[src/rtl/tsc_pkg.sv]
// Shared types for the trigger-surround cache: FSM state encodings and window depth.
package tsc_pkg;

  typedef enum logic [3:0] {
    ST_IDLE  = 4'd0,
    ST_FILL  = 4'd1,
    ST_ARMED = 4'd2,
    ST_POST  = 4'd3,
    ST_DONE  = 4'd4,
    ST_SEND  = 4'd5
  } tsc_state_e;

  // Window depth: pre-trigger samples, the trigger sample itself, post-trigger samples.
  function automatic int tsc_depth(input int pre, input int post);
    return pre + post + 1;
  endfunction

endpackage

[src/rtl/tsc_ring_buffer.sv]
// DEPTH x DATA_W single-clock sample store: synchronous write port, registered read port.
// Read data holds until the next rd_en, so it can drive the readout bus directly.
module tsc_ring_buffer #(
  parameter int DATA_W = 8,
  parameter int DEPTH  = 33,
  localparam int AW    = $clog2(DEPTH)
) (
  input  logic              clk,
  input  logic              reset,
  input  logic              wr_en,
  input  logic [AW-1:0]     wr_addr,
  input  logic [DATA_W-1:0] wr_data,
  input  logic              rd_en,
  input  logic [AW-1:0]     rd_addr,
  output logic [DATA_W-1:0] rd_data
);

  logic [DATA_W-1:0] mem [DEPTH];
  logic [DATA_W-1:0] rd_data_q, rd_data_d;

  // Array contents are never reset; only the read register is.
  always_ff @(posedge clk) begin
    if (wr_en) mem[wr_addr] <= wr_data;
  end

  always_comb begin
    rd_data_d = rd_data_q;
    if (rd_en) rd_data_d = mem[rd_addr];
  end

  always_ff @(posedge clk or negedge reset) begin
    if (!reset) rd_data_q <= '0;
    else        rd_data_q <= rd_data_d;
  end

  assign rd_data = rd_data_q;

endmodule

[src/rtl/trig_surround_cache.sv]
// Trigger-surround capture cache: PRE samples before a threshold crossing, the trigger, POST after,
// streamed out one sample per req rising edge. TSC_AUTO_REARM_EN: re-enter FILL after readout.
module trig_surround_cache
  import tsc_pkg::*;
#(
  parameter int DATA_W = 8,
  parameter int PRE    = 16,
  parameter int POST   = 16,
  parameter int TIME_W = 32
) (
  input  logic              clk,
  input  logic              reset,
  input  logic              start,
  input  logic [DATA_W-1:0] adc_data,
  input  logic              adc_valid,
  input  logic [DATA_W-1:0] threshold,
  input  logic              trig_fall,
  input  logic              sbf,
  input  logic              req,
  output logic              trd,
  output logic              cd,
  output logic              rdy,
  output logic [DATA_W-1:0] dat,
  output logic [TIME_W-1:0] trigtm,
  output logic              sd,
  output logic [3:0]        current_state
);

  localparam int DEPTH = tsc_depth(PRE, POST);
  localparam int PTR_W = $clog2(DEPTH);
  localparam int CNT_W = $clog2(DEPTH + 1);

  tsc_state_e        state_q, state_d;
  logic [PTR_W-1:0]  wptr_q, wptr_d, rptr_q, rptr_d, trig_ptr_q, trig_ptr_d;
  logic [CNT_W-1:0]  cnt_q, cnt_d;
  logic [DATA_W-1:0] prev_q, prev_d;
  logic [TIME_W-1:0] ts_q, ts_d, trigtm_q, trigtm_d;
  logic              trd_q, trd_d, cd_q, cd_d, rdy_q, rdy_d, sd_q, sd_d, req_q, req_d;
  logic              wr_en, rd_en, hit;
  logic [PTR_W-1:0]  rd_start;

  function automatic logic [PTR_W-1:0] ptr_inc(input logic [PTR_W-1:0] p);
    return (p == PTR_W'(DEPTH - 1)) ? '0 : p + 1'b1;
  endfunction

  // Equality counts only on the current sample, never on the previous one.
  assign hit = trig_fall ? (prev_q > threshold && adc_data <= threshold)
                         : (prev_q < threshold && adc_data >= threshold);
  assign rd_start = PTR_W'((int'(trig_ptr_q) + DEPTH - PRE) % DEPTH);

  always_comb begin
    state_d    = state_q;
    wptr_d     = wptr_q;
    rptr_d     = rptr_q;
    trig_ptr_d = trig_ptr_q;
    cnt_d      = cnt_q;
    prev_d     = prev_q;
    ts_d       = ts_q + 1'b1;
    trigtm_d   = trigtm_q;
    trd_d      = trd_q;
    cd_d       = cd_q;
    rdy_d      = 1'b0;
    sd_d       = 1'b0;
    req_d      = req;
    wr_en      = 1'b0;
    rd_en      = 1'b0;
    case (state_q)
      ST_IDLE: if (start) begin
        state_d = ST_FILL;
        cnt_d   = '0;
        wptr_d  = '0;
      end
      ST_FILL: if (adc_valid) begin
        wr_en  = 1'b1;
        wptr_d = ptr_inc(wptr_q);
        prev_d = adc_data;
        if (cnt_q == CNT_W'(PRE - 1)) begin
          state_d = ST_ARMED;
          cnt_d   = '0;
        end else cnt_d = cnt_q + 1'b1;
      end
      ST_ARMED: if (adc_valid) begin
        wr_en  = 1'b1;
        wptr_d = ptr_inc(wptr_q);
        prev_d = adc_data;
        if (hit) begin
          state_d    = ST_POST;
          trig_ptr_d = wptr_q;
          trigtm_d   = ts_q;
          trd_d      = 1'b1;
          cnt_d      = '0;
        end
      end
      ST_POST: if (adc_valid) begin
        wr_en  = 1'b1;
        wptr_d = ptr_inc(wptr_q);
        prev_d = adc_data;
        if (cnt_q == CNT_W'(POST - 1)) begin
          state_d = ST_DONE;
          cd_d    = 1'b1;
        end else cnt_d = cnt_q + 1'b1;
      end
      ST_DONE: if (sbf) begin
        state_d = ST_SEND;
        rptr_d  = rd_start;
        cnt_d   = '0;
      end
      ST_SEND: begin
        // sd_q high means the final sample is already out; leave one cycle after it.
        if (sd_q) begin
          trd_d = 1'b0;
          cd_d  = 1'b0;
`ifdef TSC_AUTO_REARM_EN
          state_d = ST_FILL;
          cnt_d   = '0;
          wptr_d  = '0;
`else
          state_d = ST_IDLE;
`endif
        end else if (req && !req_q) begin
          rd_en  = 1'b1;
          rptr_d = ptr_inc(rptr_q);
          cnt_d  = cnt_q + 1'b1;
          rdy_d  = 1'b1;
          sd_d   = (cnt_q == CNT_W'(DEPTH - 1));
        end
      end
      default: state_d = ST_IDLE;
    endcase
  end

  always_ff @(posedge clk or negedge reset) begin
    if (!reset) begin
      state_q    <= ST_IDLE;
      wptr_q     <= '0;
      rptr_q     <= '0;
      trig_ptr_q <= '0;
      cnt_q      <= '0;
      prev_q     <= '0;
      ts_q       <= '0;
      trigtm_q   <= '0;
      trd_q      <= 1'b0;
      cd_q       <= 1'b0;
      rdy_q      <= 1'b0;
      sd_q       <= 1'b0;
      req_q      <= 1'b0;
    end else begin
      state_q    <= state_d;
      wptr_q     <= wptr_d;
      rptr_q     <= rptr_d;
      trig_ptr_q <= trig_ptr_d;
      cnt_q      <= cnt_d;
      prev_q     <= prev_d;
      ts_q       <= ts_d;
      trigtm_q   <= trigtm_d;
      trd_q      <= trd_d;
      cd_q       <= cd_d;
      rdy_q      <= rdy_d;
      sd_q       <= sd_d;
      req_q      <= req_d;
    end
  end

  tsc_ring_buffer #(
    .DATA_W(DATA_W),
    .DEPTH (DEPTH)
  ) u_buf (
    .clk    (clk),
    .reset  (reset),
    .wr_en  (wr_en),
    .wr_addr(wptr_q),
    .wr_data(adc_data),
    .rd_en  (rd_en),
    .rd_addr(rptr_q),
    .rd_data(dat)
  );

  assign trd           = trd_q;
  assign cd            = cd_q;
  assign rdy           = rdy_q;
  assign sd            = sd_q;
  assign trigtm        = trigtm_q;
  assign current_state = state_q;

endmodule

[config.mk]
export PLATFORM = sky130hd
export DESIGN_NAME = trig_surround_cache
export DESIGN_NICKNAME = d
export VERILOG_FILES = /design/src/rtl/tsc_pkg.sv /design/src/rtl/tsc_ring_buffer.sv /design/src/rtl/trig_surround_cache.sv
export SDC_FILE = /design/constraint.sdc
export NUM_CORES = 1
export LEC_CHECK = 0
export CAP_MARGIN = 20
export CORE_MARGIN = 4
export CORE_UTILIZATION = 62
export DETAILED_ROUTE_END_ITERATION = 10
export GPL_TIMING_DRIVEN = 1
export PLACE_DENSITY = 0.81
export SLEW_MARGIN = 10
export SYNTH_ARGS = -nofsm -noshare
export SYNTH_HDL_FRONTEND = slang
export SYNTH_HIERARCHICAL = 1
export SYNTH_SLANG_ARGS = --single-unit
[constraint.sdc]
create_clock -name clk -period 7.3 [get_ports clk]
set_input_delay 0.73 -clock clk [delete_from_list [all_inputs] [get_ports clk]]
set_output_delay 0.73 -clock clk [all_outputs]
set_load 0.05 [all_outputs]
==> flow_summary.toml, run 1 <==
[power_and_ir_drop]
power.static_leakage_uw = 0.00713
power_density_nw_per_um2 = 351
vdd_drop_max_mv = 0.285

[sta]
finalClockSkew_ns = 0.0186
final.min_clock_period_ns = 4.15
fmaxAchievable_mhz = 241
drv_slew = 0
final.period_utilization_pct = 56.8
maxSlewHeadroom_pct = 27.2
worst_slack_ns = 3.15
fin_tns_setup_ns = 0
grt_setup_unrepaired = "no"
setup_violations = 0
worst_pin_slew_ns = 1.09
timing.final.hold_violations = 0

[setup_path]
timing.setup.critical_path_class = "reg -> reg"
regToRegSetupSlack_ns = 3.15
r2r-end = "rptr_q[1]"
timing.critical_path.required_ns = 7.73
worstReg2RegStart = "trig_ptr_q[0]"
cp_max_fo = 11
setup.worst_path.end_class = "register"
worst-endpoint-arrival_ns = 4.58
crit_path_start = "trig_ptr_q[0]"
worst-r2r-cell-count = 14
crit_path_end = "rptr_q[1]"
timing.critical_path.from_type = "register"

[clock_network]
post_cts_resize_count = 0
clk_pin_slew_worst_paths_ns = 0.06
clock_sink_count = 376
insertion_delay_ns = 0.53
post_cts_buffers = 0
clockBufferDepth = 3
tritoncts = "done"
cts_hold_buffers = 0
cts-buffers-inserted = 39
htree_levels = 2
cts_root_buffer = "sky130_fd_sc_hd__clkbuf_16"

[layout]
final-instance-count-excl-fill = 1549
syn_to_final_growth_pct = 13.0
finish.net_count = 1238
nFillCells = 1653
stdcell_area_um2 = 18800
drive_gt1_share_pct = 13.6
n_antenna_cell = 0

[synthesis]
avgSynthCellArea_um2 = 15.0
synth_warnings = 6
postSynth.topFlopCell = "sky130_fd_sc_hd__edfxtp_1"
synth_top_area_share_pct = 47.7
synthesis.area_um2 = 16600
synth.yosys.seq_area_share_pct = 64.6
synth_area_leaders = "sky130_fd_sc_hd__edfxtp_1 48%, sky130_fd_sc_hd__dfrtp_1 17%, sky130_fd_sc_hd__mux2i_1 4.8%"
synth_edf_count = 264
yosysTopAreaCell = "sky130_fd_sc_hd__edfxtp_1"
post-synth-top-count-cell = "sky130_fd_sc_hd__edfxtp_1"
cell_types_with_the_highest_counts_after_synthesis = "264 x sky130_fd_sc_hd__edfxtp_1, 112 x sky130_fd_sc_hd__dfrtp_1, 79 x sky130_fd_sc_hd__mux2i_1, 57 x sky130_fd_sc_hd__nor2_1, 50 x sky130_fd_sc_hd__nand2_1"
ys_seq_elements = 376
synthCells = 1106
synthesis.nets = 1159
post_synth_num_cell_types = 83
async_s_r_ff_share_synth_pct = 29.8

[global_route]
grt_antenna_before_repair = 0
grt_first_pass_wirelength_mm = 55.4
grt_pass1_vias = 9993
groute.usage.overall_pct = 24.3
global_route.overflow_total = 0
grt_max_degree = 74

[die]
core_area_um2 = 26200
io_pins = 71
fp.dieW_um = 172
initial_core_util_pct = 63.4
fp.dieArea_um2 = 29500
floorplan.die.height_um = 172
rows = 59

[detailed_routing]
routed_wire_length_per_instance_um = 22.7
num_vias = 9791
drtIter0Drc = 878
remaining_drc_errors = 0
routed_via_count_divided_by_cell_count = 6.32
final_antenna_net_count = 0
detail_route.wirelength_mm = 35.2
detailedRoute.firstPassIterationCount = 5

[placement]
pre_cts_slack_ns = 2.91
port-buffer-count = 69
place_inst = 1476
place_congestion = 0.889
hpwl_mm = 22.0
dpl_cell_area_um2 = 17500

[outcome]
outcome = "completed"

[hold_path]
min_path_type = "in -> async"

[flow_run]
timing.max_cap.violations = 0
[cell families (layout without fill, tap and decap cells)]
logic type / after synthesis / count (layout) / synth area share, %
adder cells (fa/ha/maj): 30 / 30 / 2.26
AO/OA/AOI/OAI: 160 / 160 / 7.16
AND/OR/NAND/NOR: 257 / 257 / 8.09
flip-flops: 376 / 376 / 64.6
other: 1 / 1 / 0.0226
buffers and inverters: 81 / 189 / 2.58
XOR/XNOR: 40 / 40 / 2.28
multiplexers: 161 / 161 / 13.0
[report_power, final]
group	switching (uW)	total [uW]	internal, uW	leakage (uW)
logic	1140	2010	865	0.00270
registers	278	2730	2450	0.00385
clock network	782	1860	1080	0.000578
[layout by cell type (no fill, tap or decap), drive strengths merged, types with 17 or more instances in the layout]
cell           instances
mux2                  46
clkbuf                56
buf                   17
dfrtp                112
mux4                  36
and3                  17
edfxtp               264
nor2                  57
ha                    30
xnor2                 31
inv                   38
a22oi                 26
clkdlybuf4s50         68
nand3                 37
o21ai                 23
a21oi                 35
mux2i                 79
nand2                 50
[per-layer routing]
metal  vias to the layer above  part of all wire (%)  routed length (um)  GRT usage (%)
met5                         -                     0                   0              0
met4                         0                   3.1                1080           7.61
met3                        85                   6.3                2210           4.37
met2                       364                    50               17800           41.7
met1                      4938                    40               14200           31.9
li1                       4404                     -                   -              -
[registers in the layout (all words and copies together), names as in the netlist]
signal / flops
trig_ptr_q: 6
rdy: 1
prev_q: 8
wptr_q: 6
ts_q: 32
cnt_q: 6
trigtm: 32
req_q: 1
sd: 1
u_buf/mem: 264
u_buf/rd_data: 8
trd: 1
rptr_q: 6
current_state: 3
cd: 1
[how the worst min path moves through the flow]
stage | endpoint | slack (ns) | cells after the start
6_report | u_buf/rd_data[6] | 0.20 | 1
3_5_place_dp | ts_q[31] | 0.47 | 1
3_3_place_gp | ts_q[31] | 0.45 | 1
5_1_grt | u_buf/rd_data[3] | 0.23 | 1
2_1_floorplan | cd | 0.43 | 0
4_1_cts | u_buf/rd_data[6] | 0.22 | 1
[metrics by stage]
stage	util, %	power (uW)	hold WS (ns)
floorplan	-	4250	0.434
global placement	66.9	4690	0.454
detailed placement	67.0	4740	0.469
CTS	71.5	6610	0.217
global route	71.6	6900	0.233
finish	71.6	6600	0.195
[layout make-up]
class                           instances  area [um^2]  share of cell area [%]
Timing Repair Buffer                   85          843                    4.49
Sequential cell                       376        10700                    57.2
Tap cell                              335          419                    2.23
Inverter                               34          128                   0.680
Clock buffer                           56         1050                    5.59
Multi-Input combinational cell        649         5460                    29.1
Clock inverter                         14          139                   0.740
[worst max-delay path: stages (launching register included)]
cell,delay (ns)
sky130_fd_sc_hd__dfrtp_1,0.53
sky130_fd_sc_hd__ha_1,0.43
sky130_fd_sc_hd__xnor2_1,0.14
sky130_fd_sc_hd__ha_1,0.24
sky130_fd_sc_hd__nor2_1,0.11
sky130_fd_sc_hd__or4b_1,0.47
sky130_fd_sc_hd__o21a_1,0.22
sky130_fd_sc_hd__o21ai_2,0.22
sky130_fd_sc_hd__xnor2_1,0.21
sky130_fd_sc_hd__ha_1,0.31
sky130_fd_sc_hd__o2111ai_1,0.19
sky130_fd_sc_hd__a32oi_4,0.31
sky130_fd_sc_hd__o21ai_2,0.15
sky130_fd_sc_hd__mux2_4,0.32
sky130_fd_sc_hd__a221oi_2,0.20
Power figures use the tool's default switching activity.
==> run 2: changes to the inputs <==
--- a/config.mk
+++ b/config.mk
@@ -7,10 +7,10 @@
 export LEC_CHECK = 0
 export CAP_MARGIN = 20
 export CORE_MARGIN = 4
-export CORE_UTILIZATION = 62
+export CORE_UTILIZATION = 55
 export DETAILED_ROUTE_END_ITERATION = 10
 export GPL_TIMING_DRIVEN = 1
-export PLACE_DENSITY = 0.81
+export PLACE_DENSITY = 0.76
 export SLEW_MARGIN = 10
 export SYNTH_ARGS = -nofsm -noshare
 export SYNTH_HDL_FRONTEND = slang
==> constraint.sdc (replaced) <==
create_clock -name clk -period 3.65 [get_ports clk]
set_input_delay 0.365 -clock clk [delete_from_list [all_inputs] [get_ports clk]]
set_output_delay 0.365 -clock clk [all_outputs]
set_load 0.05 [all_outputs]
==> flow_summary.toml, run 2 (synthesis gave the netlist of run 1 again) <==
[power_and_ir_drop]
power.share.switching_pct = 33.0
p_switching_uw = 4510
power.static_leakage_uw = 0.00741
power_density_nw_per_um2 = 707
power.clock.fraction_pct = 28.8
combPwrFrac_pct = 31.7
power_frac_seq_pct = 39.4
vdd_drop_max_mv = 0.426
internal-power_uw = 9150

[setup_path]
r2r-end = "rptr_q[1]"
worst-endpoint-arrival_ns = 3.96
timing.critical_path.from_type = "register"
worst-r2r-cell-count = 14
worstReg2RegStart = "trig_ptr_q[0]"
setup.worst_path.end_class = "register"
timing.setup.critical_path_class = "reg -> reg"
timing.critical_path.required_ns = 4.08
regToRegSetupSlack_ns = 0.12
cp_max_fo = 6

[detailed_routing]
num_vias = 9938
detail_route.wirelength_mm = 36.1
routed_via_count_divided_by_cell_count = 6.02
remaining_drc_errors = 0
drtIter0Drc = 897
final_antenna_net_count = 0
detailedRoute.firstPassIterationCount = 5
routed_wire_length_per_instance_um = 21.9

[sta]
worst_pin_slew_ns = 0.841
fin_tns_setup_ns = 0
setup_violations = 0
timing.final.hold_violations = 0
grt_setup_unrepaired = "no"
worst_slack_ns = 0.123
whs_ns = 0.221
final.min_clock_period_ns = 3.53
drv_slew = 0
finalClockSkew_ns = 0.0152
maxSlewHeadroom_pct = 43.2
final.period_utilization_pct = 96.6
fmaxAchievable_mhz = 283

[die]
rows = 63
floorplan.die.height_um = 182
core_area_um2 = 29700
io_pins = 71
fp.dieW_um = 182
initial_core_util_pct = 55.9
fp.dieArea_um2 = 33100

[placement]
dpl_cell_area_um2 = 18000
pre_cts_slack_ns = -0.0580
place_congestion = 0.826
hpwl_mm = 23.3
port-buffer-count = 69

[clock_network]
tritoncts = "done"
clk_pin_slew_worst_paths_ns = 0.06
clockBufferDepth = 3
htree_levels = 2
insertion_delay_ns = 0.53
cts-buffers-inserted = 39
cts_root_buffer = "sky130_fd_sc_hd__clkbuf_16"
clock_sink_count = 376

[outcome]
outcome = "completed"

[layout]
syn_to_final_growth_pct = 16.3
largest_register_ff_count = 264
layout_common_cells = "264 x sky130_fd_sc_hd__edfxtp_1, 109 x sky130_fd_sc_hd__dfrtp_1, 79 x sky130_fd_sc_hd__mux2i_1"
n_antenna_cell = 0
drive_gt1_share_pct = 17.6
finish.net_count = 1282
layout.cells.most_common = "sky130_fd_sc_hd__edfxtp_1"
stdcell_area_um2 = 19300
max_flop_register = "u_buf/mem"

[global_route]
grt_antenna_before_repair = 0
global_route.overflow_total = 0
grt_first_pass_wirelength_mm = 56.3
grt_pass1_vias = 10100
groute.usage.overall_pct = 21.6
grt_max_degree = 105

[hold_path]
min_path_type = "in -> async"

[flow_run]
timing.max_cap.violations = 0
## run 2: cell count changes in the layout (fill, tap and decap cells not counted), moves of 3 or more
cell	delta
sky130_fd_sc_hd__buf_12	+3
sky130_fd_sc_hd__buf_4	+43
sky130_fd_sc_hd__clkbuf_8	+5
sky130_fd_sc_hd__ha_1	-4
sky130_fd_sc_hd__ha_2	+3
sky130_fd_sc_hd__inv_6	-3
## run 2: through the flow
stage	total power [uW]	cells	utilization (%)
after global placement	9550	1572	60.4
after CTS	13700	1647	64.9
after floorplan	8520	1106	-
after detailed placement	9650	1572	60.4
final	13700	1650	65.0
after global routing	14300	1650	65.0
## run 2: power groups by stage
stage | clock network, uW | logic [uW] | registers (uW)
2_1_floorplan | 0 | 3050 | 5470
3_3_place_gp | 0 | 4120 | 5430
3_5_place_dp | 0 | 4200 | 5450
4_1_cts | 4020 | 4260 | 5370
5_1_grt | 4210 | 4650 | 5420
6_report | 3940 | 4330 | 5390
## run 2: worst max-delay path by stage
stage | from | endpoint | slack, ns | depth (start not counted)
detailed placement | trig_ptr_q[0] | rptr_q[1] | -0.06 | 14
CTS | trig_ptr_q[0] | rptr_q[1] | 0.02 | 14
global route | trig_ptr_q[0] | rptr_q[1] | 0.01 | 14
floorplan | trig_ptr_q[0] | rptr_q[1] | 0.02 | 15
global placement | trig_ptr_q[0] | rptr_q[1] | 0.1 | 14
finish | trig_ptr_q[0] | rptr_q[1] | 0.12 | 14
## run 2: repair_timing
action / 4_1_cts / 5_1_grt
hold buffers: 1 / 0
buffers inserted: 2 / 3
pin swaps: 2 / 3
setup endpoints to repair: 1 / 3
hold endpoints to repair: 8 / 0
resized for setup: 3 / 7
## run 2: metal layers
| layer | track usage (%) | vias to the layer above | wire [um] |
|---|---|---|---|
| li1 | - | 4513 | - |
| met1 | 28.9 | 5026 | 14700 |
| met2 | 36.2 | 342 | 18100 |
| met3 | 4.63 | 57 | 2430 |
| met4 | 6.03 | 0 | 856 |
| met5 | 0 | - | 0 |
## run 2: cell type report
class / instances / area [um^2]
clock buffer: 62 / 1140
clock inverter: 10 / 138
fill: 2106 / 10400
inverter: 34 / 128
multi-input combinational: 649 / 5520
sequential: 376 / 10700
tap: 390 / 488
timing repair buffer: 129 / 1180
## run 2: critical path: stages, from the launching register on
cell,delay (ns)
sky130_fd_sc_hd__dfrtp_2,0.46
sky130_fd_sc_hd__ha_2,0.22
sky130_fd_sc_hd__xnor2_1,0.15
sky130_fd_sc_hd__ha_2,0.22
sky130_fd_sc_hd__nor2_2,0.10
sky130_fd_sc_hd__or4b_4,0.47
sky130_fd_sc_hd__o21a_2,0.16
sky130_fd_sc_hd__o21ai_4,0.17
sky130_fd_sc_hd__xnor2_2,0.15
sky130_fd_sc_hd__ha_2,0.25
sky130_fd_sc_hd__o2111ai_2,0.13
sky130_fd_sc_hd__a32oi_4,0.31
sky130_fd_sc_hd__o21ai_4,0.12
sky130_fd_sc_hd__mux2_4,0.32
sky130_fd_sc_hd__a221oi_2,0.21
==> run 3: changes to the inputs <==
--- a/config.mk
+++ b/config.mk
@@ -6,12 +6,13 @@
 export NUM_CORES = 1
 export LEC_CHECK = 0
 export CAP_MARGIN = 20
+export CORE_ASPECT_RATIO = 0.75
 export CORE_MARGIN = 4
 export CORE_UTILIZATION = 55
 export DETAILED_ROUTE_END_ITERATION = 10
 export GPL_TIMING_DRIVEN = 1
 export PLACE_DENSITY = 0.76
-export SLEW_MARGIN = 10
+export SLEW_MARGIN = 15
 export SYNTH_ARGS = -nofsm -noshare
 export SYNTH_HDL_FRONTEND = slang
 export SYNTH_HIERARCHICAL = 1
==> flow_summary.toml, run 3 (synthesis gave the netlist of run 1 again) <==
[outcome]
outcome = "completed"

[detailed_routing]
routed_via_count_divided_by_cell_count = 5.99
detail_route.wirelength_mm = 35.5
detailedRoute.firstPassIterationCount = 5
drtIter0Drc = 888
num_vias = 9901
remaining_drc_errors = 0
final_antenna_net_count = 0
routed_wire_length_per_instance_um = 21.5

[clock_network]
htree_levels = 2
tritoncts = "done"
clk_pin_slew_worst_paths_ns = 0.06
insertion_delay_ns = 0.53
cts_root_buffer = "sky130_fd_sc_hd__clkbuf_16"
cts-buffers-inserted = 37
clock_sink_count = 376
clockBufferDepth = 3

[setup_path]
timing.setup.critical_path_class = "reg -> reg"
cp_top_family = "compound AO/OA/AOI/OAI gates"
timing.critical_path.required_ns = 4.08
cp_slowest_cell = "sky130_fd_sc_hd__or4b_4"
timing.critical_path.from_type = "register"
worst-endpoint-arrival_ns = 3.97
cp_max_fo = 5
worstPathCellList = "ha_1 -> xnor2_1 -> ha_1 -> nor2_2 -> or4b_4 -> o21a_2 -> o21ai_4 -> xnor2_2 -> ha_2 -> o2111ai_2 -> a32oi_4 -> o21ai_4 -> mux2_4 -> a221oi_2"
setup.worst_path.end_class = "register"
cp_slowest_stage_delay_ns = 0.47
critical_path_buf_inv_count = 0

[die]
io_pins = 71
rows = 54
fp.dieW_um = 209
fp.dieArea_um2 = 33100
initial_core_util_pct = 56.4
core_area_um2 = 29500
floorplan.die.height_um = 159

[global_route]
grt_pass1_vias = 9731
groute.usage.overall_pct = 21.8
grt_first_pass_wirelength_mm = 56.1
global_route.overflow_total = 0
grt_antenna_before_repair = 1
grt_max_degree = 68

[placement]
place_congestion = 0.906
place_inst = 1582
port-buffer-count = 69
hpwl_mm = 23.1

[power_and_ir_drop]
power.static_leakage_uw = 0.00739
internal-power_uw = 8880
power.share.switching_pct = 33.6
power_frac_seq_pct = 40.2
p_switching_uw = 4500
vdd_drop_max_mv = 0.328
combPwrFrac_pct = 32.5
power.clock.fraction_pct = 27.3
power_density_nw_per_um2 = 697

[sta]
maxSlewHeadroom_pct = 41.1
drv_slew = 0
fin_tns_setup_ns = 0
final.min_clock_period_ns = 3.54
final.period_utilization_pct = 97.0
setup_violations = 0
worst_pin_slew_ns = 0.883
fmaxAchievable_mhz = 282
finalClockSkew_ns = 0.0135
timing.final.hold_violations = 0

[layout]
layout_common_cells = "264 x sky130_fd_sc_hd__edfxtp_1, 110 x sky130_fd_sc_hd__dfrtp_1, 79 x sky130_fd_sc_hd__mux2i_1"
finish.net_count = 1288
n_antenna_cell = 0
drive_gt1_share_pct = 17.8
final-instance-count-excl-fill = 1652
layout.cells.most_common = "sky130_fd_sc_hd__edfxtp_1"
max_flop_register = "u_buf/mem"
syn_to_final_growth_pct = 15.6
largest_register_ff_count = 264

[flow_run]
timing.max_cap.violations = 0

[hold_path]
min_path_type = "in -> reg"
==> run 3: cell count changes in the layout (fill, tap and decap cells not counted), sizes merged <==
cell	before	now
buf	60	68
bufinv	3	2
clkbuf	62	47
clkinv	6	12
clkinvlp	0	1
inv	35	36
==> run 3: path summary, 6_finish.rpt <==
check	startpoint	endpoint	slack (ns)	cells past startpoint
min in group asynchronous	reset	trigtm[12]	0.50	2
setup / recovery	trig_ptr_q[0]	rptr_q[1]	0.11	14
hold / removal	req	req_q	0.31	1
max in group asynchronous	reset	rptr_q[0]	2.17	3
setup reg to reg	trig_ptr_q[0]	rptr_q[1]	0.11	14
hold reg to reg	ts_q[31]	ts_q[31]	0.47	1
==> run 3: power groups by stage <==
stage	Combinational, uW	Sequential [uW]	Clock (uW)
final	4350	5380	3660
after global routing	4700	5430	3950
after CTS	4270	5380	3730
after detailed placement	4230	5470	0
after global placement	4150	5450	0
after floorplan	3050	5470	0
==> run 3: final cells by class <==
type / instances / area [um^2]
multi-input combinational: 649 / 5500
timing repair buffer: 137 / 1200
clock inverter: 17 / 143
clock buffer: 47 / 1020
fill: 2101 / 10200
inverter: 34 / 128
sequential: 376 / 10700
tap: 392 / 490
==> run 3: what timing repair did <==
item / in CTS / in global routing
hold buffers: 1 / 0
pin swaps: 2 / 3
endpoints found under the hold margin: 52 / 0
resized for setup: 1 / 5
endpoints found under the setup margin: 1 / 3
buffers inserted: 2 / 3
==> run 3: layer usage <==
metal	track usage, %	share of wire, %	vias to the layer above
met4	4.69	1.6	0
li1	-	-	4523
met1	33.7	46	5001
met5	0	0	-
met3	4.67	8.1	45
met2	32.3	44	332
==> run 3: worst register-to-register path, delay by kind of cell, from the launching register on <==
family                     cells  cell delay, ns
AOI/OAI and AO/OA              6            1.08
xor gates and xnor gates       2            0.30
muxes                          1            0.31
adders and majority gates      3            0.73
and+or+nand+nor                2            0.59
DFF                            1            0.43
==> run 3: through the flow <==
stage,setup slack (ns),util (%),cell area [um^2],hold slack [ns],total power (uW)
floorplan,0.0240,-,16600,0.0694,8520
global placement,0.0760,61.0,18000,0.460,9600
detailed placement,-0.0557,61.0,18000,0.469,9690
CTS,0.0160,65.1,19200,0.292,13400
global route,-0.0644,65.2,19200,0.309,14100
finish,0.109,65.2,19200,0.310,13400
